## config.mk

```make
export PLATFORM = sky130hd
export DESIGN_NAME = max_pool_2x2_stream_ctrl
export DESIGN_NICKNAME = d
export VERILOG_FILES = /design/src/rtl/pnm_pkg.sv /design/src/rtl/fp_max_pool_2x2.sv /design/src/rtl/max_pool_2x2_stream_ctrl.sv
export SDC_FILE = /design/constraint.sdc
export NUM_CORES = 1
export LEC_CHECK = 0
export CAP_MARGIN = 20
export CORE_AREA = 2 2 220 222
export CTS_CLUSTER_DIAMETER = 30
export CTS_CLUSTER_SIZE = 12
export DETAILED_ROUTE_END_ITERATION = 7
export DIE_AREA = 0 0 222 224
export PLACE_DENSITY = 0.69
export REMOVE_ABC_BUFFERS = 1
export SLEW_MARGIN = 10
export SYNTH_ARGS = -nofsm -noshare
export SYNTH_HDL_FRONTEND = slang
export SYNTH_SLANG_ARGS = --single-unit
```

## constraint.sdc

```tcl
create_clock -name clk -period 10.6 [get_ports clk]
set_clock_uncertainty 0.05 [all_clocks]
set_input_delay 2.12 -clock clk [delete_from_list [all_inputs] [get_ports clk]]
set_output_delay 2.12 -clock clk [all_outputs]
set_load 0.05 [all_outputs]
```

## src/rtl/pnm_pkg.sv

```systemverilog
// Shared definitions for the PNM pooling path: FP32 constants and the
// stream-controller FSM state encoding.
package pnm_pkg;

    localparam int unsigned FP32_W        = 32;
    localparam logic [31:0] FP32_POS_ZERO = 32'h0000_0000;

    typedef enum logic [1:0] {
        IDLE     = 2'd0,
        EVEN_ROW = 2'd1,
        ODD_ROW  = 2'd2,
        DRAIN    = 2'd3
    } pool_state_t;

endpackage

```

## src/rtl/fp_max_pool_2x2.sv

```systemverilog
// Combinational FP32 maximum of one 2x2 window.
// Ordering comes from fp_gt: NaN never compares greater, +0 and -0 are equal,
// and on a tie the earlier operand (raster order a, b, c, d) is kept.
module fp_max_pool_2x2
    import pnm_pkg::*;
(
    input  logic [FP32_W-1:0] i_a,
    input  logic [FP32_W-1:0] i_b,
    input  logic [FP32_W-1:0] i_c,
    input  logic [FP32_W-1:0] i_d,
    output logic [FP32_W-1:0] o_max
);

    function automatic logic fp_is_nan(input logic [31:0] x);
        return (x[30:23] == 8'hFF) && (x[22:0] != 23'h0);
    endfunction

    // Strict IEEE "x > y"; any NaN operand yields false.
    function automatic logic fp_gt(input logic [31:0] x, input logic [31:0] y);
        logic r;
        if (fp_is_nan(x) || fp_is_nan(y)) begin
            r = 1'b0;
        end else if ((x[30:0] == 31'h0) && (y[30:0] == 31'h0)) begin
            r = 1'b0;
        end else if (x[31] != y[31]) begin
            r = ~x[31];
        end else if (x[31] == 1'b0) begin
            r = (x[30:0] > y[30:0]);
        end else begin
            r = (x[30:0] < y[30:0]);
        end
        return r;
    endfunction

    logic [FP32_W-1:0] w_top;
    logic [FP32_W-1:0] w_bot;

    // Two-level compare tree: row maxima first, then the larger of the two.
    always_comb begin
        w_top = fp_gt(i_b, i_a) ? i_b : i_a;
        w_bot = fp_gt(i_d, i_c) ? i_d : i_c;
        o_max = fp_gt(w_bot, w_top) ? w_bot : w_top;
    end

endmodule

```

## src/rtl/max_pool_2x2_stream_ctrl.sv

```systemverilog
// Stream controller for 2x2 FP32 max pooling over a raster-ordered map.
// Buffers each even row, pairs it with the following odd row and emits one
// pooled value per window through a single output register.
// Build option: define MAXPOOL_RELU_EN to clamp negative pooled results to +0.
module max_pool_2x2_stream_ctrl
    import pnm_pkg::*;
#(
    parameter int unsigned IMG_W  = 8,
    parameter int unsigned IMG_H  = 8,
    parameter int unsigned DATA_W = 32
)(
    input  logic              clk,
    input  logic              rst,
    input  logic              start,
    input  logic              s_valid,
    input  logic [DATA_W-1:0] s_data,
    output logic              s_ready,
    output logic              m_valid,
    output logic [DATA_W-1:0] m_data,
    input  logic              m_ready,
    output logic              busy,
    output logic              done
);

    localparam int unsigned      COL_W    = $clog2(IMG_W);
    localparam int unsigned      ROW_W    = $clog2(IMG_H);
    localparam logic [COL_W-1:0] COL_LAST = COL_W'(IMG_W - 1);
    localparam logic [ROW_W-1:0] ROW_LAST = ROW_W'(IMG_H - 1);

    if (DATA_W != FP32_W) begin : g_bad_data_w
        $error("max_pool_2x2_stream_ctrl: DATA_W must be 32 (FP32)");
    end

    pool_state_t       r_state;
    pool_state_t       w_next_state;
    logic [COL_W-1:0]  r_col;
    logic [ROW_W-1:0]  r_row;
    logic [DATA_W-1:0] r_linebuf [IMG_W];
    logic [DATA_W-1:0] r_hold;
    logic [DATA_W-1:0] r_m_data;
    logic              r_m_valid;
    logic              r_done;
    logic              w_s_ready;
    logic              w_busy;
    logic              w_accept;
    logic              w_col_last;
    logic              w_row_last;
    logic              w_load;
    logic [COL_W-1:0]  w_col_prev;
    logic [DATA_W-1:0] w_pool;
    logic [DATA_W-1:0] w_result;

    assign w_accept   = s_valid && w_s_ready;
    assign w_col_last = (r_col == COL_LAST);
    assign w_row_last = (r_row == ROW_LAST);
    assign w_col_prev = r_col - COL_W'(1);
    assign w_load     = w_accept && (r_state == ODD_ROW) && r_col[0];

    fp_max_pool_2x2 u_pool (
        .i_a   (r_linebuf[w_col_prev]),
        .i_b   (r_linebuf[r_col]),
        .i_c   (r_hold),
        .i_d   (s_data),
        .o_max (w_pool)
    );

    // Optional fused ReLU on the pooled value before it is registered.
    always_comb begin
`ifdef MAXPOOL_RELU_EN
        if (w_pool[DATA_W-1]) begin
            w_result = FP32_POS_ZERO;
        end else begin
            w_result = w_pool;
        end
`else
        w_result = w_pool;
`endif
    end

    // FSM state register.
    always_ff @(posedge clk) begin
        if (rst) begin
            r_state <= IDLE;
        end else begin
            r_state <= w_next_state;
        end
    end

    // FSM next-state logic; transitions out of the row states happen on the
    // accepted last pixel of a row.
    always_comb begin
        w_next_state = r_state;
        case (r_state)
            IDLE: begin
                if (start) w_next_state = EVEN_ROW;
                else       w_next_state = IDLE;
            end
            EVEN_ROW: begin
                if (w_accept && w_col_last) w_next_state = ODD_ROW;
                else                        w_next_state = EVEN_ROW;
            end
            ODD_ROW: begin
                if (w_accept && w_col_last) begin
                    if (w_row_last) w_next_state = DRAIN;
                    else            w_next_state = EVEN_ROW;
                end else begin
                    w_next_state = ODD_ROW;
                end
            end
            DRAIN: begin
                if (!r_m_valid) w_next_state = IDLE;
                else            w_next_state = DRAIN;
            end
            default: w_next_state = IDLE;
        endcase
    end

    // FSM outputs; the window-closing pixel is only taken when the output
    // register is free or being drained this cycle.
    always_comb begin
        w_s_ready = 1'b0;
        w_busy    = 1'b1;
        case (r_state)
            IDLE: begin
                w_s_ready = 1'b0;
                w_busy    = 1'b0;
            end
            EVEN_ROW: w_s_ready = 1'b1;
            ODD_ROW: begin
                if (r_col[0] == 1'b0) w_s_ready = 1'b1;
                else                  w_s_ready = !r_m_valid || m_ready;
            end
            DRAIN: w_s_ready = 1'b0;
            default: begin
                w_s_ready = 1'b0;
                w_busy    = 1'b0;
            end
        endcase
    end

    // Column/row counters: column wraps per row, row wraps at frame end.
    always_ff @(posedge clk) begin
        if (rst || (r_state == IDLE)) begin
            r_col <= '0;
            r_row <= '0;
        end else if (w_accept) begin
            if (w_col_last) begin
                r_col <= '0;
                if (w_row_last) r_row <= '0;
                else            r_row <= r_row + ROW_W'(1);
            end else begin
                r_col <= r_col + COL_W'(1);
            end
        end
    end

    // Line buffer for the even row and the held even-column odd-row pixel.
    always_ff @(posedge clk) begin
        if (rst) begin
            for (int i = 0; i < int'(IMG_W); i++) begin
                r_linebuf[i] <= '0;
            end
            r_hold <= '0;
        end else if (w_accept && (r_state == EVEN_ROW)) begin
            r_linebuf[r_col] <= s_data;
        end else if (w_accept && (r_state == ODD_ROW) && !r_col[0]) begin
            r_hold <= s_data;
        end
    end

    // Output register: a new load overrides a same-cycle drain, otherwise
    // data holds while valid is cleared on acceptance.
    always_ff @(posedge clk) begin
        if (rst) begin
            r_m_valid <= 1'b0;
            r_m_data  <= FP32_POS_ZERO;
        end else if (w_load) begin
            r_m_valid <= 1'b1;
            r_m_data  <= w_result;
        end else if (m_ready) begin
            r_m_valid <= 1'b0;
        end
    end

    // One-cycle done pulse once the final output has left the register.
    always_ff @(posedge clk) begin
        if (rst) begin
            r_done <= 1'b0;
        end else begin
            r_done <= (r_state == DRAIN) && !r_m_valid;
        end
    end

    assign s_ready = w_s_ready;
    assign busy    = w_busy;
    assign m_valid = r_m_valid;
    assign m_data  = r_m_data;
    assign done    = r_done;

endmodule

```

==> metrics <==
Yosys cell types 65; CTS tree built; Final #Nets 2057; first-pass detailed-route iteration total 5; Seq cells post-synth 333; hold depth 2; vias post-DR 16500; CTS HTree Levels 3; Avg WL per Cell 26.5 um; I/O pins 73; vias in the first global route 16600; Via density 6.35; antenna violations before repair 0; reg2reg path depth 24; clk buf depth 3; cell row count 80; Hold WC Path Type reg2reg; Setup Slack @ Placement 954 ps; CTS Buf Count 82; worst setup path category reg2reg; Reg clk slew, reported paths 50 ps; kind of end point of the critical path register; Die ar. 49700 sq um; Setup-failing EPs final 0; final core utilization 53.6%; die width 222 um; Clk Latency, worst-skew pair 620 ps; Die H 224 um; worst slew pin tran 1110 ps; WP data required 11030 ps; Total GRT Usage 27.9%; Design Area, Final 25400 sq um; RSZ-0062 raised after global routing no; Post-CTS Resized 0; highest clock rate 0.105 GHz; Final WS setup 1100 ps; post-route ant nets 0; Port Buffers 72; Pins Over Slew Limit 0; GRT overflow 0; HPWL Detailed 45600 um; Rel. slew slack 25.8%; number of cells produced by synthesis 1864; global placement routability congestion 0.985; Most used DFF post-synth edfxtp_1; Ys Warns 0; final non-filler cell total 2601; DRC viols 0; Pwr Density 175 nW/um^2; cell total after placement 2448; Hold Buf Count CTS 0; Syn Area/Cell 11.3 sq um; Worst setup SP type register; P&R area growth vs syn 20.0%; CP arrival 9920 ps; area of placed instances 22500 sq um; Async SR Flop Fraction 0%; Starting Density 44.6%; Tcrit/Tclk final 89.6%; Mapped Area 21100 sq um; final hold violation count 0; number of flops mapped to enable cells by yosys 256; postcts setup bufs 0; number of DRC markers in iteration 0 2009; largest net degree at the start of global routing 72; Core ar. 47300 sq um; first-pass GRT wire length 104000 um; Max Cap Viol 0; clock sinks 333; layout cells sized above 1 21.0%; register area share after synthesis 43.7%; CP max FO 71; CTS root buf clkbuf_16; LEAKAGE 9.41 nW; run status finished clean; DRT Wirelength 68900 um; min cycle time layout 9500 ps; Peak VDD IR 0.121 mV
==> synth_stat cells (24+ instances only) <==
library cell / count / area, sq um
a221o_1: 29 / 290
nand2_1: 168 / 631
mux4_2: 127 / 2860
inv_1: 77 / 289
buf_2: 24 / 120
dfxtp_1: 77 / 1540
ha_1: 102 / 1280
and2_1: 279 / 1750
nor3_1: 61 / 305
mux2i_1: 50 / 500
edfxtp_1: 256 / 7690
a21oi_1: 88 / 440
o21ai_0: 27 / 135
nand4_1: 29 / 181
nor2_1: 54 / 203
mux2_2: 63 / 709
clkbuf_1: 100 / 375
nor4_1: 27 / 169
a211oi_1: 39 / 293
==> worst max-delay path, cell delays in order (launching register included) <==
cell,delay (ps)
dfxtp_4,610
inv_1,160
ha_4,920
buf_4,490
mux4_2,390
nor4_1,530
nand4_1,210
a2111oi_2,780
o2111ai_1,430
nor2b_4,920
buf_4,360
mux2i_1,280
ha_1,190
and3_1,210
nand4_1,150
nor3_1,450
nand4_1,160
o21ai_0,160
nand2_1,160
nor4b_2,340
nor3_4,70
buf_4,260
and2_1,410
buf_8,260
a221o_1,300
==> sequential cells by signal, summed over array words and instances (netlist names), named ones only <==
name and count:
r_linebuf 256, r_col 3, r_hold 32, done 1
r_state 2, m_valid 1, r_row 3, m_data 32
==> final cells by class <==
cell class / count / area, sq um
diodes: 1 / 2.50
clock buffers: 90 / 2130
clock inverters: 61 / 769
fillers: 3973 / 22000
inverters: 78 / 293
multi-input cells: 1305 / 11100
flip-flops and latches: 333 / 9240
well taps: 615 / 769
repair buffers: 118 / 1070
==> kinds of logic after synthesis <==
logic type | count (synthesis) | synth area share (%)
AOI/OAI and AO/OA | 259 | 8.46
buffers and inverters | 226 | 4.42
adders and majority gates | 102 | 6.04
DFF | 333 | 43.7
and+or+nand+nor | 702 | 18.1
xor gates and xnor gates | 2 | 0.0829
muxes | 240 | 19.3
==> layer usage <==
metal | part of all wire [%] | track usage (%) | vias to the layer above
met2 | 45 | 43.8 | 992
met3 | 9.6 | 6.68 | 219
met1 | 40 | 36.3 | 8154
li1 | - | - | 7158
met5 | 0 | 0 | -
met4 | 5.2 | 14.0 | 0
==> placed cells by master (no fill, tap or decap), types with 39 or more instances in the layout <==
cell,netlist,final
a21oi_1,88,88
nand2_1,168,168
clkdlybuf4s50_1,0,71
a211oi_1,39,39
nor3_1,61,58
inv_1,77,77
and2_1,279,279
ha_1,102,101
nor2_1,54,48
dfxtp_1,77,73
mux2_2,63,63
buf_4,5,45
clkbuf_16,0,84
mux2i_1,50,50
edfxtp_1,256,256
mux4_2,127,127
==> per-stage QoR <==
stage	hold slack (ps)	total power [mW]	TNS [ps]
6_report	437	4.45	0
5_1_grt	460	4.57	0
4_1_cts	435	4.46	0
3_5_place_dp	427	1.84	0
3_3_place_gp	420	1.83	0
2_1_floorplan	398	1.69	-103360
==> report_power, final <==
part / switching [mW] / internal [mW]
Combinational: 0.220 / 0.137
Clock: 0.805 / 1.82
Sequential: 0.0318 / 1.44
==> worst paths after layout <==
path / from / endpoint / slack (ps)
worst max-delay path: r_col[0]$_SDFFE_PP0P_ / m_data[13]$_SDFFE_PP0P_ / 1100
worst min-delay path: r_hold[12]$_SDFFE_PP0P_ / r_hold[12]$_SDFFE_PP0P_ / 440
worst max register to register: r_col[0]$_SDFFE_PP0P_ / m_data[13]$_SDFFE_PP0P_ / 1100
worst min register to register: r_hold[12]$_SDFFE_PP0P_ / r_hold[12]$_SDFFE_PP0P_ / 440
Note: power is estimated with default switching activity, not from simulation.
